--- src/rtl/control_sequencer.sv ---
// control_sequencer: hardwired Moore control unit for the Mini-SRC datapath.
// Steps the T0-T2 fetch, decodes the opcode in T3 and drives the execute
// steps. Memory steps wait on mem_ready with an optional timeout. Halt,
// illegal opcodes and memory timeouts all park the unit in HALT until clear.

module control_sequencer #(
    parameter int MAX_WAIT = 255,
    parameter int WAIT_W   = 8
) (
    input  logic        clock,
    input  logic        clear,
    input  logic [31:0] ir,
    input  logic        mem_ready,
    output logic        PCout,
    output logic        Zlowout,
    output logic        Zhighout,
    output logic        MDRout,
    output logic        HIout,
    output logic        LOout,
    output logic        Cout,
    output logic        PCin,
    output logic        IncPC,
    output logic        MARin,
    output logic        MDRin,
    output logic        IRin,
    output logic        Yin,
    output logic        Zlowin,
    output logic        Zhighin,
    output logic        HIin,
    output logic        LOin,
    output logic        Read,
    output logic        Write,
    output logic        Gra,
    output logic        Grb,
    output logic        Grc,
    output logic        Rin,
    output logic        Rout,
    output logic        BAout,
    output logic [4:0]  alu_op,
    output logic        run,
    output logic        illegal,
    output logic        mem_fault
);

    typedef enum logic [3:0] {
        ST_T0, ST_T1, ST_T2, ST_T3, ST_T4, ST_T5, ST_T6, ST_T7, ST_HALT
    } state_t;

    typedef enum logic [3:0] {
        C_RALU, C_IMM, C_UNARY, C_MULDIV, C_MOVE,
        C_LD, C_LDI, C_ST, C_NOP, C_HALT, C_ILLEGAL
    } op_class_t;

    // Count value seen on the last tolerated wait cycle; unused when MAX_WAIT is 0.
    localparam logic [WAIT_W-1:0] WAIT_LAST = WAIT_W'(MAX_WAIT - 1);

    state_t            state;
    state_t            next_state;
    logic [4:0]        op_q;
    logic [4:0]        op_now;
    op_class_t         op_class;
    logic              illegal_q;
    logic              fault_q;
    logic [WAIT_W-1:0] wait_cnt;
    logic              in_wait;
    logic              wait_expired;
    logic              set_illegal;
    logic              set_fault;
    logic              unused_ir_fields;

    // Register fields are decoded downstream by the select/encode logic.
    assign unused_ir_fields = ^ir[26:0];

    function automatic op_class_t decode(input logic [4:0] op);
        case (op)
            5'b00011, 5'b00100, 5'b00101, 5'b00110, 5'b00111,
            5'b01000, 5'b01001, 5'b01010, 5'b01011: decode = C_RALU;
            5'b01100, 5'b01101, 5'b01110:           decode = C_IMM;
            5'b10001, 5'b10010:                     decode = C_UNARY;
            5'b01111, 5'b10000:                     decode = C_MULDIV;
            5'b11000, 5'b11001:                     decode = C_MOVE;
            5'b00000:                               decode = C_LD;
            5'b00001:                               decode = C_LDI;
            5'b00010:                               decode = C_ST;
            5'b11010:                               decode = C_NOP;
            5'b11011:                               decode = C_HALT;
            default:                                decode = C_ILLEGAL;
        endcase
    endfunction

    // Immediate ops reuse the ALU add/and/or encodings.
    function automatic logic [4:0] imm_alu(input logic [4:0] op);
        case (op)
            5'b01101: imm_alu = 5'b01010;
            5'b01110: imm_alu = 5'b01011;
            default:  imm_alu = 5'b00011;
        endcase
    endfunction

    // The IR is freshly loaded in T3, so decode it live there and from the latched copy afterwards.
    assign op_now       = (state == ST_T3) ? ir[31:27] : op_q;
    assign op_class     = decode(op_now);
    assign wait_expired = (MAX_WAIT != 0) && (wait_cnt == WAIT_LAST);

    // State, latched opcode, sticky flags and wait counter.
    always_ff @(posedge clock) begin
        if (clear) begin
            state     <= ST_T0;
            op_q      <= '0;
            illegal_q <= 1'b0;
            fault_q   <= 1'b0;
            wait_cnt  <= '0;
        end else begin
            state <= next_state;
            if (state == ST_T3)
                op_q <= ir[31:27];
            if (set_illegal)
                illegal_q <= 1'b1;
            if (set_fault)
                fault_q <= 1'b1;
            if (in_wait && !mem_ready)
                wait_cnt <= wait_cnt + WAIT_W'(1);
            else
                wait_cnt <= '0;
        end
    end

    // Next-state and control decode; everything stays low while clear is held.
    always_comb begin
        next_state  = state;
        in_wait     = 1'b0;
        set_illegal = 1'b0;
        set_fault   = 1'b0;
        PCout = 1'b0; Zlowout = 1'b0; Zhighout = 1'b0; MDRout = 1'b0;
        HIout = 1'b0; LOout = 1'b0; Cout = 1'b0;
        PCin = 1'b0; IncPC = 1'b0; MARin = 1'b0; MDRin = 1'b0; IRin = 1'b0;
        Yin = 1'b0; Zlowin = 1'b0; Zhighin = 1'b0; HIin = 1'b0; LOin = 1'b0;
        Read = 1'b0; Write = 1'b0;
        Gra = 1'b0; Grb = 1'b0; Grc = 1'b0; Rin = 1'b0; Rout = 1'b0; BAout = 1'b0;
        alu_op    = 5'b00000;
        run       = 1'b0;
        illegal   = 1'b0;
        mem_fault = 1'b0;
        if (!clear) begin
            illegal   = illegal_q;
            mem_fault = fault_q;
            run       = (state != ST_HALT);
            case (state)
                ST_T0: begin
                    PCout = 1'b1; MARin = 1'b1; IncPC = 1'b1; Zlowin = 1'b1;
                    next_state = ST_T1;
                end
                ST_T1: begin
                    Zlowout = 1'b1; PCin = 1'b1; Read = 1'b1; MDRin = 1'b1;
                    in_wait = 1'b1;
                    if (mem_ready) begin
                        next_state = ST_T2;
                    end else if (wait_expired) begin
                        set_fault  = 1'b1;
                        next_state = ST_HALT;
                    end
                end
                ST_T2: begin
                    MDRout = 1'b1; IRin = 1'b1;
                    next_state = ST_T3;
                end
                ST_T3: begin
                    next_state = ST_T4;
                    case (op_class)
                        C_RALU, C_IMM: begin
                            Grb = 1'b1; Rout = 1'b1; Yin = 1'b1;
                        end
                        C_UNARY: begin
                            Grb = 1'b1; Rout = 1'b1; alu_op = op_now; Zlowin = 1'b1;
                        end
                        C_MULDIV: begin
                            Gra = 1'b1; Rout = 1'b1; Yin = 1'b1;
                        end
                        C_MOVE: begin
                            HIout = (op_now == 5'b11000);
                            LOout = (op_now == 5'b11001);
                            Gra = 1'b1; Rin = 1'b1;
                            next_state = ST_T0;
                        end
                        C_LD, C_LDI, C_ST: begin
                            Grb = 1'b1; BAout = 1'b1; Yin = 1'b1;
                        end
                        C_NOP: next_state = ST_T0;
                        C_HALT: next_state = ST_HALT;
                        default: begin
                            set_illegal = 1'b1;
                            next_state  = ST_HALT;
                        end
                    endcase
                end
                ST_T4: begin
                    next_state = ST_T5;
                    case (op_class)
                        C_RALU: begin
                            Grc = 1'b1; Rout = 1'b1; alu_op = op_now; Zlowin = 1'b1;
                        end
                        C_IMM: begin
                            Cout = 1'b1; alu_op = imm_alu(op_now); Zlowin = 1'b1;
                        end
                        C_UNARY: begin
                            Zlowout = 1'b1; Gra = 1'b1; Rin = 1'b1;
                            next_state = ST_T0;
                        end
                        C_MULDIV: begin
                            Grb = 1'b1; Rout = 1'b1; alu_op = op_now;
                            Zlowin = 1'b1; Zhighin = 1'b1;
                        end
                        default: begin
                            Cout = 1'b1; alu_op = 5'b00011; Zlowin = 1'b1;
                        end
                    endcase
                end
                ST_T5: begin
                    next_state = ST_T6;
                    case (op_class)
                        C_MULDIV: begin
                            Zlowout = 1'b1; LOin = 1'b1;
                        end
                        C_LD, C_ST: begin
                            Zlowout = 1'b1; MARin = 1'b1;
                        end
                        default: begin
                            Zlowout = 1'b1; Gra = 1'b1; Rin = 1'b1;
                            next_state = ST_T0;
                        end
                    endcase
                end
                ST_T6: begin
                    case (op_class)
                        C_LD: begin
                            Read = 1'b1; MDRin = 1'b1;
                            in_wait = 1'b1;
                            if (mem_ready) begin
                                next_state = ST_T7;
                            end else if (wait_expired) begin
                                set_fault  = 1'b1;
                                next_state = ST_HALT;
                            end
                        end
                        C_ST: begin
                            Gra = 1'b1; Rout = 1'b1; MDRin = 1'b1;
                            next_state = ST_T7;
                        end
                        default: begin
                            Zhighout = 1'b1; HIin = 1'b1;
                            next_state = ST_T0;
                        end
                    endcase
                end
                ST_T7: begin
                    if (op_class == C_ST) begin
                        Write = 1'b1;
                        in_wait = 1'b1;
                        if (mem_ready) begin
                            next_state = ST_T0;
                        end else if (wait_expired) begin
                            set_fault  = 1'b1;
                            next_state = ST_HALT;
                        end
                    end else begin
                        MDRout = 1'b1; Gra = 1'b1; Rin = 1'b1;
                        next_state = ST_T0;
                    end
                end
                default: begin
                    next_state = ST_HALT;
                end
            endcase
        end
    end

endmodule

--- config.mk ---
export PLATFORM = sky130hd
export DESIGN_NAME = control_sequencer
export DESIGN_NICKNAME = d
export VERILOG_FILES = /design/src/rtl/control_sequencer.sv
export SDC_FILE = /design/constraint.sdc
export NUM_CORES = 1
export LEC_CHECK = 0
export ABC_AREA = 1
export ABC_CLOCK_PERIOD_IN_PS = 5000
export CORE_ASPECT_RATIO = 1.5
export CORE_MARGIN = 3
export CORE_UTILIZATION = 32
export CTS_CLUSTER_SIZE = 24
export DETAILED_ROUTE_END_ITERATION = 8
export GPL_TIMING_DRIVEN = 0
export PLACE_DENSITY = 0.62
export SYNTH_ARGS = -nofsm -noshare
export SYNTH_HDL_FRONTEND = slang
export SYNTH_SLANG_ARGS = --single-unit
--- constraint.sdc ---
create_clock -name clock -period 5 [get_ports clock]
set_input_delay 1.25 -clock clock [delete_from_list [all_inputs] [get_ports clock]]
set_output_delay 1.25 -clock clock [all_outputs]
set_load 0.1 [all_outputs]
==> flow_summary.yaml, run 1 <==
clock_tree:
  cts_tree: "yes"
  clock_sinks: 19
  clk_latency_ns: 0.27
  clk_pin_slew_worst_paths_ns: 0.09
  root_buffer: "clkbuf_8"
  cts_buffers: 3
  htreeDepth: 1
  cts_buffer_depth: 2
  ctsHoldBuffers: 0
placement:
  place_hpwl_mm: 4.356
  gp_congestion: 0.8771
  placed_cells: 406
  portBuffers: 40
  dpl_cell_area_sq_um: 2416
min_path:
  min_path_type: "register to register"
synthesis:
  synth.ff_latch_count: 19
  yosysUniqueCellTypes: 34
  synth_commonest_cells: "nand2_1 (66), nor2_1 (48), inv_1 (36)"
  netlist.area_leader.share_pct: 20.42
  yosysWarnings: 0
  synth_cells: 296
  yosys-top-cells-area: "dfxtp_1 (20%), nand2_1 (13%), nor2_1 (9.7%)"
  synth.most_common_cell: "nand2_1"
  synth_top_cell_by_area: "dfxtp_1"
  syn-num-nets: 338
  ys_async_sr_fraction_pct: 0
  syn_area_sq_um: 1863
  synth_edf_count: 0
  yosysSeqAreaShare_pct: 20.42
  avgSynthCellArea_sq_um: 6.294
  yosys_most_used_dff: "dfxtp_1"
sta:
  worst-slew-pin-transition_ns: 0.9641
  post-route-min-period_ns: 4.726
  relSlewSlack_pct: 35.53
  finalSetupViolations: 0
  fmax_mhz: 211.6
  post-route-period-util_pct: 94.53
  rsz0062_at_grt: "false"
  finalHoldViolations: 0
  slew_violations: 0
  skew_ns: 0.005191
  holdWs_ns: 0.4927
drt:
  dr.pass1.iters: 4
  ant_nets: 0
  routed_wl_mm: 5.676
  num_vias: 2086
  drc: 0
  drt_iter0_drc: 170
  avgViaCountPerCell: 4.990
  wl_per_cell_um: 13.58
grt:
  grtUsageMet1_pct: 19.28
  busiest_layer: "met2"
  antenna_found_initial: 0
  overflow: 0
  grt_max_degree: 13
  met3_usage_pct: 3.277
  grt_pass1_wl_mm: 9.114
  grt_pass1_vias: 2011
  grtUsageTotal_pct: 17.57
  grt_util_met2_pct: 30.61
setup_path:
  path_class: "input port to output pin"
  endpoint_kind: "output pin"
  cp_max_fo: 7
  worstSetupStartpointType: "input port"
  arrival_ns: 3.48
  required_ns: 3.75
floorplanning:
  row_count: 33
  coreArea_sq_um: 5533
  start_util_pct: 33.67
  io_pins: 68
  die_width_um: 68.30
  die_h_um: 99.45
  die_area_sq_um: 6792
power_and_ir_drop:
  vdd_drop_max_uv: 203.4
  leakage_uw: 0.001180
  p_per_area_nw_per_um2: 474.6
  sequentialPowerShare_pct: 14.7
  internal_power_uw: 476.4
  combinationalPowerShare_pct: 75.7
  power_frac_clock_pct: 9.6
  netSwitchingPower_uw: 768.3
  power_switching_share_pct: 61.72
flow_run:
  cap_violations: 0
cells_and_area:
  layout-drive-gt1-share_pct: 35.06
  diodes: 0
  synthToLayoutAreaGrowth_pct: 40.77
  layoutNonFillerInstCount: 418
  num-nets-final: 391
  post-route-util_pct: 47.40
  fin_area_sq_um: 2623
status:
  status: "complete, no violations"
[worst max-delay path, stage by stage]
cell	delay (ns)
clkdlybuf4s50_1	0.46
nand3_1	0.08
nand2_2	0.17
inv_2	0.14
nor2_2	0.20
inv_1	0.10
nand2_4	0.13
buf_4	0.15
nand3_2	0.09
a21oi_2	0.13
clkdlybuf4s15_2	0.57
[cell usage in the layout (no fill, tap or decap), types with 6 or more instances in the layout]
master and instances:
inv_2 8, clkdlybuf4s15_2 10, nand2_2 14, dlygate4sd2_1 6, nor2_1 37, nand2_1 59, inv_1 32, nand3_1 28
buf_4 14, nand2_4 7, dfxtp_1 19, clkdlybuf4s50_1 6, nor2_2 19
[worst paths after layout]
check,from,end,slack (ns),cells after the start
worst min register to register,illegal_q,illegal_q,0.49,2
worst min-delay path,illegal_q,illegal_q,0.49,2
worst max-delay path,ir[31],Read,0.27,11
worst max register to register,state[3],state[2],2.34,18
[cell type report]
cell class | instances | area, sq um
fill | 583 | 2910
multi-input combinational | 229 | 1426
clock inverter | 1 | 7.507
tap | 70 | 87.58
clock buffer | 3 | 41.29
timing repair buffer | 48 | 479.2
inverter | 42 | 161.4
sequential | 19 | 380.4
buffer | 6 | 38.79
[sequential cells by signal, summed over array words and instances, names as in the netlist]
signal     count
wait_cnt       8
illegal_q      1
fault_q        1
state          4
op_q           5
[metrics by stage]
step / TNS, ns / total power, uW / setup WS [ns]
floorplan: -0.9052 / 895.3 / -0.3170
global placement: -22.69 / 1070 / -1.055
detailed placement: -23.12 / 1072 / -1.072
CTS: 0 / 1181 / 0.001056
global route: 0 / 1326 / 0.1056
finish: 0 / 1245 / 0.2736
[power by group through the flow]
stage / Clock [uW] / Combinational (uW) / Sequential, uW
2_1_floorplan: 0 / 713 / 182
3_3_place_gp: 0 / 884 / 186
3_5_place_dp: 0 / 885 / 187
4_1_cts: 124 / 874 / 183
5_1_grt: 131 / 1010 / 185
6_report: 119 / 942 / 184
[cells by family after synthesis]
| kind of cell | after synthesis | synth area share (%) |
|---|---|---|
| fa+ha+maj | 7 | 4.701 |
| simple gates | 187 | 52.32 |
| xor+xnor | 5 | 2.351 |
| flops | 19 | 20.42 |
| buf+inv | 48 | 10.54 |
| compound gates | 30 | 9.671 |
[repair_timing]
action / in CTS / in global routing
pin swaps: 2 / 11
buffers inserted: 1 / 7
setup endpoints to repair: 32 / 26
endpoints found under the hold margin: 0 / 0
gates resized for setup: 136 / 33
[layer usage]
| metal | vias to the layer above | part of all wire, % |
|---|---|---|
| met4 | 0 | 2.8 |
| met2 | 60 | 54 |
| li1 | 1047 | - |
| met1 | 963 | 39 |
| met3 | 16 | 4.6 |
| met5 | - | 0 |
No activity file was read; power rests on OpenSTA's default activity.
==> inputs of run 2 (changes only) <==
--- a/config.mk
+++ b/config.mk
@@ -7,13 +7,15 @@
 export LEC_CHECK = 0
 export ABC_AREA = 1
 export ABC_CLOCK_PERIOD_IN_PS = 5000
+export CELL_PAD_IN_SITES_DETAIL_PLACEMENT = 1
+export CELL_PAD_IN_SITES_GLOBAL_PLACEMENT = 1
 export CORE_ASPECT_RATIO = 1.5
 export CORE_MARGIN = 3
 export CORE_UTILIZATION = 32
 export CTS_CLUSTER_SIZE = 24
 export DETAILED_ROUTE_END_ITERATION = 8
 export GPL_TIMING_DRIVEN = 0
-export PLACE_DENSITY = 0.62
+export PLACE_DENSITY = 0.86
 export SYNTH_ARGS = -nofsm -noshare
 export SYNTH_HDL_FRONTEND = slang
 export SYNTH_SLANG_ARGS = --single-unit
==> run 2 against run 1 <==
Against the previous run:
- routed wire length rose by 19%
- setup slack lost 0.21 ns
- final cell count down 0.24%
- critical path depth is 3 higher
- combinational power rose by 3.3%
- utilization about the same
- critical path type unchanged
==> flow_summary.yaml, run 2 (synthesis results as in run 1) <==
setup_path:
  arrival_ns: 3.69
  max_stage_delay_ns: 0.46
  cp_top_family: "buffers and inverters"
  path_class: "input port to output pin"
  slowest_stage: "buf_2"
  critPathBufInv: 5
  crit_chain: "clkdlybuf4s50_1 -> inv_2 -> nand3_2 -> nand2_2 -> inv_4 -> ha_4 -> inv_1 -> nand2_1 -> nor2_1 -> nor2_1 -> nor2_4 -> nand4_1 -> o21ai_1 -> buf_2"
  required_ns: 3.75
  crit_top_cell: "nor2_1"
  worstSetupStartpointType: "input port"
  endpoint_kind: "output pin"
  cp_max_fo: 5
drt:
  ant_nets: 0
  routed_wl_mm: 6.769
  wl_per_cell_um: 16.23
  drc: 0
  num_vias: 2159
  dr.pass1.iters: 4
  drt_iter0_drc: 116
  avgViaCountPerCell: 5.177
clock_tree:
  cts_buffer_depth: 2
  clk_latency_ns: 0.27
  clk_pin_slew_worst_paths_ns: 0.09
  cts_buffers: 3
  htreeDepth: 1
  root_buffer: "clkbuf_8"
  clock_sinks: 19
  cts_tree: "yes"
cells_and_area:
  reg_top3: "wait_cnt (8), op_q (5), state (4)"
  diodes: 0
  layout-drive-gt1-share_pct: 34.87
  synthToLayoutAreaGrowth_pct: 40.83
  largest_register_ffs: 8
  layoutNonFillerInstCount: 417
  num-nets-final: 390
  final_common_cell: "nand2_1"
  layout_common_cells: "nand2_1 (60), nor2_1 (37), inv_1 (32)"
  largest_register: "wait_cnt"
  fin_area_sq_um: 2624
grt:
  grt_pass1_vias: 2196
  grt_pass1_wl_mm: 10.27
  antenna_found_initial: 0
  overflow: 0
  grt_max_degree: 12
  grtUsageTotal_pct: 19.84
power_and_ir_drop:
  power_frac_clock_pct: 9.5
  combinationalPowerShare_pct: 76.2
  power.total_uw: 1277
  p_per_area_nw_per_um2: 486.8
  vdd_drop_max_uv: 263.5
  netSwitchingPower_uw: 804.4
  power_switching_share_pct: 62.98
  internal_power_uw: 472.9
  sequentialPowerShare_pct: 14.4
  leakage_uw: 0.001207
sta:
  skew_ns: 0.003521
  relSlewSlack_pct: 35.53
  fmax_mhz: 202.6
  post-route-min-period_ns: 4.937
  slew_violations: 0
  finalSetupViolations: 0
  finalHoldViolations: 0
  worst-slew-pin-transition_ns: 0.9641
  finalSetupTns_ns: 0
  post-route-period-util_pct: 98.74
flow_run:
  cap_violations: 0
placement:
  place_hpwl_mm: 4.986
  placed_cells: 406
  portBuffers: 40
  gp_congestion: 0.8235
  dpl_cell_area_sq_um: 2416
floorplanning:
  die_h_um: 99.45
  row_count: 33
  die_width_um: 68.30
  io_pins: 68
  die_area_sq_um: 6792
  coreArea_sq_um: 5533
  start_util_pct: 33.67
min_path:
  min_path_type: "register to register"
status:
  status: "complete, no violations"
-- run 2: cell types whose count changed in the layout (fill, tap and decap cells not counted), moves of 3 or more --
cell / before / now
nand2_4: 7 / 10
clkdlybuf4s18_2: 0 / 3
nand2_2: 14 / 10
buf_4: 14 / 10
buf_2: 5 / 8
clkdlybuf4s15_2: 10 / 4
-- run 2: path summary, 6_finish.rpt --
check	end	startpoint	cells past startpoint	slack, ns
worst min register to register	illegal_q	illegal_q	2	0.49
worst min-delay path	illegal_q	illegal_q	2	0.49
worst max register to register	state[2]	state[3]	18	2.22
worst max-delay path	Zlowout	ir[28]	14	0.06
-- run 2: timing repair --
item / CTS / global route
resized for setup: 147 / 37
endpoints found under the setup margin: 32 / 26
gates cloned: 0 / 1
pin swaps: 3 / 11
setup buffers: 3 / 3
hold buffers: 0 / 0
-- run 2: power by group through the flow --
| stage | Sequential [uW] | Clock [uW] | Combinational (uW) |
|---|---|---|---|
| after CTS | 183 | 122 | 909 |
| after global placement | 186 | 0 | 882 |
| final | 183 | 121 | 973 |
| after detailed placement | 187 | 0 | 894 |
| after global routing | 186 | 130 | 1040 |
| after floorplan | 182 | 0 | 713 |
-- run 2: per-layer routing --
layer  up-vias  part of all wire, %  track usage, %  wire length, um
met1      1034                   37           21.02             2497
li1       1049                    -               -                -
met2        52                   56           37.37             3798
met4         0                  4.3           8.729              288
met5         -                    0               0                0
met3        24                  2.7           2.147              185
-- run 2: cell type report --
cell class                 instances  area, sq um
fill                             738         2909
multi-input combinational        230         1464
timing repair buffer              46        442.9
sequential                        19        380.4
inverter                          42        163.9
tap                               70        87.58
clock buffer                       3        41.29
buffer                             6        38.79
clock inverter                     1        5.005
-- run 2: tightest hold or removal path: cells and delay by family, from the launching register on --
kind	cells	cell delay (ns)
compound gates	1	0.08
buf+inv	1	0.06
flops	1	0.31
-- run 2: stage by stage --
step,util (%),setup slack (ns),hold slack [ns]
floorplan,-,-0.3170,0.4507
global placement,43.67,-1.047,0.4717
detailed placement,43.67,-1.122,0.4754
CTS,44.80,-0.01059,0.4945
global route,47.42,-0.05341,0.5267
finish,47.42,0.06301,0.4910
